File: src/rtl/box_renderer.sv
// -----------------------------------------------------------------------------
// box_renderer
//   Redraws a square box on every game tick. It erases the box at its previous
//   position (BG_COLOUR), then draws it at the newly sampled position, one pixel
//   per clock. The plot outputs feed a VGA adapter write port directly.
//
// Ports
//   clock         system clock
//   resetn        asynchronous active-low reset
//   game_tick     tick clock, asynchronous to clock; only its rising edge is used
//   y_coordinate  box top row, sampled in LATCH
//   flying        box state, sampled in LATCH, selects the draw colour
//   plot          pixel write enable (registered)
//   plot_x/y      pixel coordinates (registered, hold while plot=0)
//   plot_colour   pixel colour (registered, holds while plot=0)
//   busy          high while a frame update is in progress
//   frame_done    one-cycle pulse when an update completes
//   state_dbg     current FSM state, for observation only
//
// Handshake: there is no back-pressure. A pixel is written on every cycle in
// which plot=1; plot_x/plot_y/plot_colour are valid exactly on those cycles.
// -----------------------------------------------------------------------------
module box_renderer #(
  parameter logic [7:0] BOX_X      = 8'd20,
  parameter int         BOX_SIZE   = 4,
  parameter logic [2:0] BG_COLOUR  = 3'b000,
  parameter logic [2:0] BOX_COLOUR = 3'b111,
  parameter logic [2:0] FLY_COLOUR = 3'b110
) (
  input  logic       clock,
  input  logic       resetn,
  input  logic       game_tick,
  input  logic [6:0] y_coordinate,
  input  logic       flying,
  output logic       plot,
  output logic [7:0] plot_x,
  output logic [6:0] plot_y,
  output logic [2:0] plot_colour,
  output logic       busy,
  output logic       frame_done,
  output logic [2:0] state_dbg
);

  typedef enum logic [2:0] {
    S_IDLE  = 3'd0,
    S_LATCH = 3'd1,
    S_ERASE = 3'd2,
    S_DRAW  = 3'd3,
    S_DONE  = 3'd4
  } state_t;

  localparam logic [2:0] LAST = 3'(BOX_SIZE - 1);

  state_t      state, state_next;
  logic        tick_sync1, tick_sync2, tick_sync2_d;
  logic        tick_rise;
  logic        pending;
  logic [2:0]  row, col;
  logic [6:0]  new_y, old_y;
  logic        new_fly, old_valid;
  logic        last_pixel;
  logic        in_slot;
  logic        visible;
  logic [6:0]  base_y;
  logic [7:0]  row_sum;
  logic [2:0]  pix_colour;

  assign state_dbg = state;

  // Two-flop synchroniser plus a registered copy for edge detection.
  always_ff @(posedge clock or negedge resetn) begin
    if (!resetn) begin
      tick_sync1   <= 1'b0;
      tick_sync2   <= 1'b0;
      tick_sync2_d <= 1'b0;
    end else begin
      tick_sync1   <= game_tick;
      tick_sync2   <= tick_sync1;
      tick_sync2_d <= tick_sync2;
    end
  end

  assign tick_rise  = tick_sync2 & ~tick_sync2_d;
  assign last_pixel = (row == LAST) && (col == LAST);

  // State register
  always_ff @(posedge clock or negedge resetn) begin
    if (!resetn) state <= S_IDLE;
    else         state <= state_next;
  end

  // Next-state logic
  always_comb begin
    state_next = state;
    case (state)
      S_IDLE:  if (tick_rise || pending) state_next = S_LATCH;
      S_LATCH: state_next = old_valid ? S_ERASE : S_DRAW;
      S_ERASE: if (last_pixel) state_next = S_DRAW;
      S_DRAW:  if (last_pixel) state_next = S_DONE;
      S_DONE:  state_next = S_IDLE;
      default: state_next = S_IDLE;
    endcase
  end

  // A tick arriving while a frame is in flight (including DONE) is remembered
  // once; any further ticks in the same frame collapse into it.
  always_ff @(posedge clock or negedge resetn) begin
    if (!resetn) begin
      pending <= 1'b0;
    end else if (state == S_IDLE) begin
      pending <= 1'b0;
    end else if (tick_rise) begin
      pending <= 1'b1;
    end
  end

  // Row-major pixel counters; they wrap to 0,0 at the end of each pass so the
  // DRAW pass starts cleared after ERASE.
  always_ff @(posedge clock or negedge resetn) begin
    if (!resetn) begin
      row <= '0;
      col <= '0;
    end else if (state == S_ERASE || state == S_DRAW) begin
      if (col == LAST) begin
        col <= '0;
        row <= (row == LAST) ? '0 : row + 3'd1;
      end else begin
        col <= col + 3'd1;
      end
    end else begin
      row <= '0;
      col <= '0;
    end
  end

  // Frame position/colour bookkeeping
  always_ff @(posedge clock or negedge resetn) begin
    if (!resetn) begin
      new_y     <= '0;
      new_fly   <= 1'b0;
      old_y     <= '0;
      old_valid <= 1'b0;
    end else begin
      if (state == S_LATCH) begin
        new_y   <= y_coordinate;
        new_fly <= flying;
      end
      if (state == S_DONE) begin
        old_y     <= new_y;
        old_valid <= 1'b1;
      end
    end
  end

  // Current pixel. The row sum is 8 bits wide so rows past 127 cannot wrap
  // back onto the visible screen.
  always_comb begin
    in_slot    = (state == S_ERASE) || (state == S_DRAW);
    base_y     = (state == S_ERASE) ? old_y : new_y;
    row_sum    = {1'b0, base_y} + {5'b0, row};
    visible    = in_slot && (row_sum <= 8'd119);
    pix_colour = BG_COLOUR;
    if (state == S_DRAW) pix_colour = new_fly ? FLY_COLOUR : BOX_COLOUR;
  end

  // Registered outputs; coordinates and colour only move on visible pixels.
  always_ff @(posedge clock or negedge resetn) begin
    if (!resetn) begin
      plot        <= 1'b0;
      plot_x      <= '0;
      plot_y      <= '0;
      plot_colour <= '0;
      busy        <= 1'b0;
      frame_done  <= 1'b0;
    end else begin
      plot       <= visible;
      busy       <= (state != S_IDLE);
      frame_done <= (state == S_DONE);
      if (visible) begin
        plot_x      <= BOX_X + {5'b0, col};
        plot_y      <= row_sum[6:0];
        plot_colour <= pix_colour;
      end
    end
  end

endmodule

File: config.mk
export PLATFORM = sky130hd
export DESIGN_NAME = box_renderer
export DESIGN_NICKNAME = d
export VERILOG_FILES = /design/src/rtl/box_renderer.sv
export SDC_FILE = /design/constraint.sdc
export NUM_CORES = 1
export LEC_CHECK = 0
export CORE_MARGIN = 4
export CORE_UTILIZATION = 53
export CTS_CLUSTER_SIZE = 24
export DETAILED_ROUTE_END_ITERATION = 6
export PLACE_DENSITY_LB_ADDON = 0.1
export SYNTH_ARGS = -nofsm -noshare
export SYNTH_HDL_FRONTEND = slang
export SYNTH_SLANG_ARGS = --single-unit
File: constraint.sdc
create_clock -name clock -period 4.15 [get_ports clock]
set_input_delay 1.0375 -clock clock [delete_from_list [all_inputs] [get_ports clock]]
set_output_delay 1.0375 -clock clock [all_outputs]
set_load 0.05 [all_outputs]
==> results of run 1 <==
==> routing by layer <==
metal | GRT usage, % | share of wire, % | up-vias
met2 | 27.60 | 50 | 32
met4 | 7.377 | 1.2 | 0
li1 | - | - | 637
met1 | 20.36 | 44 | 654
met3 | 4.571 | 4.7 | 4
met5 | 0 | 0 | -
==> cells in the mapped netlist (2+ instances only) <==
cell type,number,share of area [%]
inv_1,8,1.4
ha_1,5,2.8
nor3b_1,2,0.68
buf_6,3,1.5
a21oi_1,8,1.8
nand2b_1,4,1.1
xnor2_1,5,2.0
nor2b_1,5,1.4
a21o_1,2,0.68
dfrtp_1,46,52
mux2i_1,8,3.6
buf_4,5,1.7
nand2_1,4,0.68
mux2_4,6,4.1
o2111ai_1,2,0.80
mux2_2,22,11
nor3_1,4,0.91
nor2_1,7,1.2
xor2_1,2,0.80
==> flip-flops by register name (all words and copies together) (netlist names) <==
signal        cells
plot_colour       2
row               3
tick_sync2        1
tick_sync1        1
plot_y            7
old_y             7
tick_sync2_d      1
plot_x            5
state_dbg         3
col               3
new_y             7
frame_done        1
new_fly           1
old_valid         1
plot              1
busy              1
pending           1
==> worst max-delay path, cell delays in order (launching register included) <==
cell and delay, ns:
dfrtp_1 0.55, nor3b_4 0.24, buf_4 0.22, mux2_2 0.18, ha_1 0.16, inv_1 0.05
fa_1 0.41, nor2b_1 0.22, nor2_1 0.09, nor4b_2 0.32, a22oi_2 0.12, o21ai_4 0.47
mux2_2 0.40
==> path summary, 6_finish.rpt <==
kind / start / to / slack (ns)
setup reg to reg: state_dbg[1] / plot_y[0] / 0.59
min in group asynchronous: resetn / col[1] / 0.90
setup / recovery: state_dbg[1] / plot_y[0] / 0.59
max in group asynchronous: resetn / plot_y[6] / 2.64
hold / removal: tick_sync1 / tick_sync2 / 0.36
hold reg to reg: tick_sync1 / tick_sync2 / 0.36
==> per-stage QoR <==
step	setup WS (ns)	std cells	utilization, %	instance area [um2]
finish	0.5862	250	64.97	2599
global route	0.3918	250	64.97	2599
CTS	0.5630	250	64.97	2599
detailed placement	0.5781	242	62.59	2504
global placement	0.7524	242	62.59	2504
floorplan	0.7874	169	-	2211
==> area by class of cell <==
type                            count  area (um2)  area share (%)
Clock buffer                        6       82.58           3.178
Clock inverter                      2       12.51          0.4815
Inverter                            8       30.03           1.156
Multi-Input combinational cell    105       939.7           36.16
Sequential cell                    46        1151           44.29
Tap cell                           50       62.56           2.407
Timing Repair Buffer               33       320.3           12.33
==> where the power goes <==
part | leakage (nW) | internal [mW] | switching, mW
logic | 0.544 | 0.561 | 0.645
registers | 0.568 | 0.607 | 0.155
clock network | 0.0472 | 0.134 | 0.146
==> logic make-up after synthesis <==
group           count (synthesis)
fa+ha+maj                       6
simple gates                   33
compound gates                 19
mux                            37
flops                          46
other cells                     1
buf+inv                        18
xor+xnor                        7
==> results.json, run 1 <==
{
  "syn2layout_area_growth_pct": 17.94,
  "setup_viol": 0,
  "cts-htree-levels": 2,
  "coreArea_um2": 4000,
  "rsz0062_at_grt": "false",
  "worstPathRequired_ns": 4.34,
  "holdPathStages": 0,
  "crit_type": "reg2reg",
  "wirelength_mm": 3.812,
  "drt-pass1-iter-count": 4,
  "hp-class": "reg2reg",
  "async_flop_share_pct": 100.0,
  "grt_max_degree": 47,
  "post_cts_resized": 0,
  "portBuffers": 31,
  "ant_nets": 0,
  "power_mw": 2.247,
  "finalHoldViolCount": 0,
  "worstPathMaxFanout": 14,
  "synth_compound_area_share_pct": 6.360,
  "critPathCaptureType": "flip-flop",
  "die_y_um": 72.48,
  "diodes": 0,
  "cts_tree": "done",
  "dieArea_um2": 5253,
  "cts-root-buf": "clkbuf_8",
  "cts_max_path_buffers": 2,
  "drv_cap": 0,
  "grt_pass1_wl_mm": 6.630,
  "synth.distinct_cells": 38,
  "final_common_cell": "dfrtp_1",
  "max-vdd-ir-drop_v": 0.0003830,
  "synth_edf_count": 0,
  "rows": 23,
  "synth_warnings": 0,
  "leakage_nw": 1.159,
  "gp_congestion": 0.8126,
  "fin_crit_sh_pct": 85.87,
  "fillers": 312,
  "synth_flop_cell": "dfrtp_1",
  "insertion_delay_ns": 0.30,
  "syn_area_um2": 2203,
  "grt_overflow": 0,
  "ys_ff_latch": 46,
  "power_density_nw_per_um2": 864.5,
  "synth_xor_xnor_area_share_pct": 2.783,
  "path_clk_slew_ns": 0.09,
  "hold_ws_ns": 0.3644,
  "status": "finished clean",
  "grt_pass1_vias": 1376,
  "avgSynthCellArea_um2": 13.19,
  "layout-drive-gt1-share_pct": 23.00,
  "num_vias": 1327,
  "final_nets": 216,
  "skew_ns": 0.007089,
  "synth_mux_area_share_pct": 19.99,
  "vias_per_cell": 5.308,
  "start_kind": "flip-flop",
  "finalSetupTns_ns": 0,
  "cts_hold_buf": 0,
  "yosys.area_share.simple_pct": 9.256,
  "reg2reg_depth": 12,
  "post_cts_buffers": 0,
  "numCtsBuffers": 5,
  "dp_hpwl_mm": 2.831,
  "antenna_found_initial": 0,
  "final_max_slew_viol_count": 0,
  "ys_seq_area_share_pct": 52.24,
  "netlist_instances": 167,
  "synth_top_family_by_area": "multiplexers",
  "synthAdderAreaFrac_pct": 3.748,
  "grt_util_all_layers_pct": 16.66,
  "first_iter_violations": 61,
  "drc": 0,
  "start_util_pct": 55.08,
  "maxSlewHeadroom_pct": 33.94,
  "die_x_um": 72.48,
  "io_pins": 35,
  "wl_per_cell_um": 15.25,
  "tightest_slew_ns": 0.9908,
  "clock-sinks": 46,
  "fmax_mhz": 280.6,
  "final_cell_mix": "dfrtp_1, clkdlybuf4s50_1, mux2_2",
  "post-route-min-period_ns": 3.564,
  "crit_arrival_ns": 3.75
}
No activity file was read; power rests on OpenSTA's default activity.
==> run 2, diff against run 1 <==
CTS_BUF_LIST = sky130_fd_sc_hd__clkbuf_16   (was not set)
==> run 2 against run 1 <==
Register-to-register slack lost 0.03 ns. Cell count unchanged. Clock skew hardly changed. Largest power group unchanged. Highest routed layer unchanged.
==> results.json, run 2 (synthesis results as in run 1) <==
{
  "portBuffers": 31,
  "cp_common_cell": "mux2_2",
  "rows": 23,
  "tightest_slew_ns": 0.9768,
  "grt_pass1_vias": 1355,
  "grt_util_all_layers_pct": 16.93,
  "cp.depth": 12,
  "leakage_nw": 1.179,
  "skew_ns": 0.006806,
  "insertion_delay_ns": 0.29,
  "die_y_um": 72.48,
  "cts_hold_buf": 0,
  "cts_max_path_buffers": 2,
  "final_common_cell": "dfrtp_1",
  "start_util_pct": 55.08,
  "layout-drive-gt1-share_pct": 22.50,
  "clock-sinks": 46,
  "worstPathRequired_ns": 4.32,
  "dieArea_um2": 5253,
  "diodes": 0,
  "post-route-min-period_ns": 3.592,
  "crit_arrival_ns": 3.76,
  "place_ws_ns": 0.5781,
  "fillers": 307,
  "maxSlewHeadroom_pct": 34.88,
  "largestRegisters": "new_y: 7 flops, old_y: 7 flops, plot_y: 7 flops",
  "fin_crit_sh_pct": 86.56,
  "hp-class": "reg2reg",
  "critPathCaptureType": "flip-flop",
  "path_clk_slew_ns": 0.06,
  "status": "finished clean",
  "post_cts_buffers": 0,
  "finalSetupTns_ns": 0,
  "drc": 0,
  "gp_congestion": 0.8126,
  "post_cts_resized": 0,
  "timing.final.ws_setup_ns": 0.5577,
  "wirelength_mm": 3.847,
  "cts-root-buf": "clkbuf_16",
  "final_cell_mix": "dfrtp_1, clkdlybuf4s50_1, mux2_2",
  "first_iter_violations": 83,
  "final_max_slew_viol_count": 0,
  "io_pins": 35,
  "critPathBufInv": 2,
  "dp_hpwl_mm": 2.831,
  "fmax_mhz": 278.4,
  "crit_type": "reg2reg",
  "drv_cap": 0,
  "crit_slowest_cell": "dfrtp_1",
  "holdPathStages": 0,
  "grt_max_degree": 47,
  "start_kind": "flip-flop",
  "numCtsBuffers": 5,
  "drt-pass1-iter-count": 4,
  "grt_overflow": 0,
  "die_x_um": 72.48,
  "finalHoldViolCount": 0,
  "crit_chain": "nor3b_4 -> buf_4 -> mux2_2 -> ha_1 -> inv_1 -> fa_1 -> nor2b_1 -> nor2_1 -> nor4b_2 -> a22oi_2 -> o21ai_4 -> mux2_2",
  "rsz0062_at_grt": "false",
  "antenna_found_initial": 0,
  "reg2reg_depth": 12,
  "num_vias": 1343,
  "coreArea_um2": 4000,
  "syn2layout_area_growth_pct": 20.05,
  "final_nets": 216,
  "slowest_delay_ns": 0.54,
  "r2r_slack_ns": 0.56,
  "max-vdd-ir-drop_v": 0.0004462,
  "vias_per_cell": 5.372,
  "setup_viol": 0,
  "grt_pass1_wl_mm": 6.686,
  "worstPathMaxFanout": 14,
  "crit_family": "simple AND/OR/NAND/NOR gates",
  "wl_per_cell_um": 15.39,
  "ant_nets": 0,
  "power_density_nw_per_um2": 889.8,
  "cts-htree-levels": 2,
  "cts_tree": "done"
}
[run 2: cell types whose count changed in the layout (fill, tap and decap cells not counted), sizes merged]
cell	previous run	this run
clkinv	1	2
clkbuf	6	5
[run 2: stage by stage]
| step | cells | hold slack (ns) | power (mW) | instance area, um2 | utilization (%) |
|---|---|---|---|---|---|
| 6_report | 250 | 0.3616 | 2.354 | 2645 | 66.12 |
| 5_1_grt | 250 | 0.3871 | 2.518 | 2645 | 66.12 |
| 4_1_cts | 250 | 0.3640 | 2.377 | 2645 | 66.12 |
| 3_5_place_dp | 242 | 0.3503 | 1.992 | 2504 | 62.59 |
| 3_3_place_gp | 242 | 0.3381 | 1.946 | 2504 | 62.59 |
| 2_1_floorplan | 169 | 0.3312 | 1.743 | 2211 | - |
[run 2: worst paths after layout]
kind                              start          to
setup / recovery           state_dbg[1]   plot_y[0]
hold / removal               tick_sync1  tick_sync2
setup reg to reg           state_dbg[1]   plot_y[0]
hold reg to reg              tick_sync1  tick_sync2
max in group asynchronous        resetn   plot_y[6]
min in group asynchronous        resetn   plot_x[0]
[run 2: cell type report]
class	count	area (um2)	area share (%)
Inverter	8	30.03	1.135
Tap cell	50	62.56	2.365
Timing Repair Buffer	33	320.3	12.11
Sequential cell	46	1151	43.52
Multi-Input combinational cell	105	939.7	35.53
Clock buffer	5	125.1	4.730
Clock inverter	3	16.27	0.6149
[run 2: where the power goes]
part	internal, mW	switching [mW]	total, mW
Clock	0.220	0.164	0.384
Sequential	0.608	0.154	0.762
Combinational	0.561	0.648	1.21
Total	1.39	0.966	2.35
[run 2: layer usage]
metal	up-vias	track usage [%]	routed length [um]
met3	8	5.402	179
met5	-	0	0
li1	635	-	-
met1	667	21.00	1691
met4	0	6.148	78
met2	33	27.81	1898
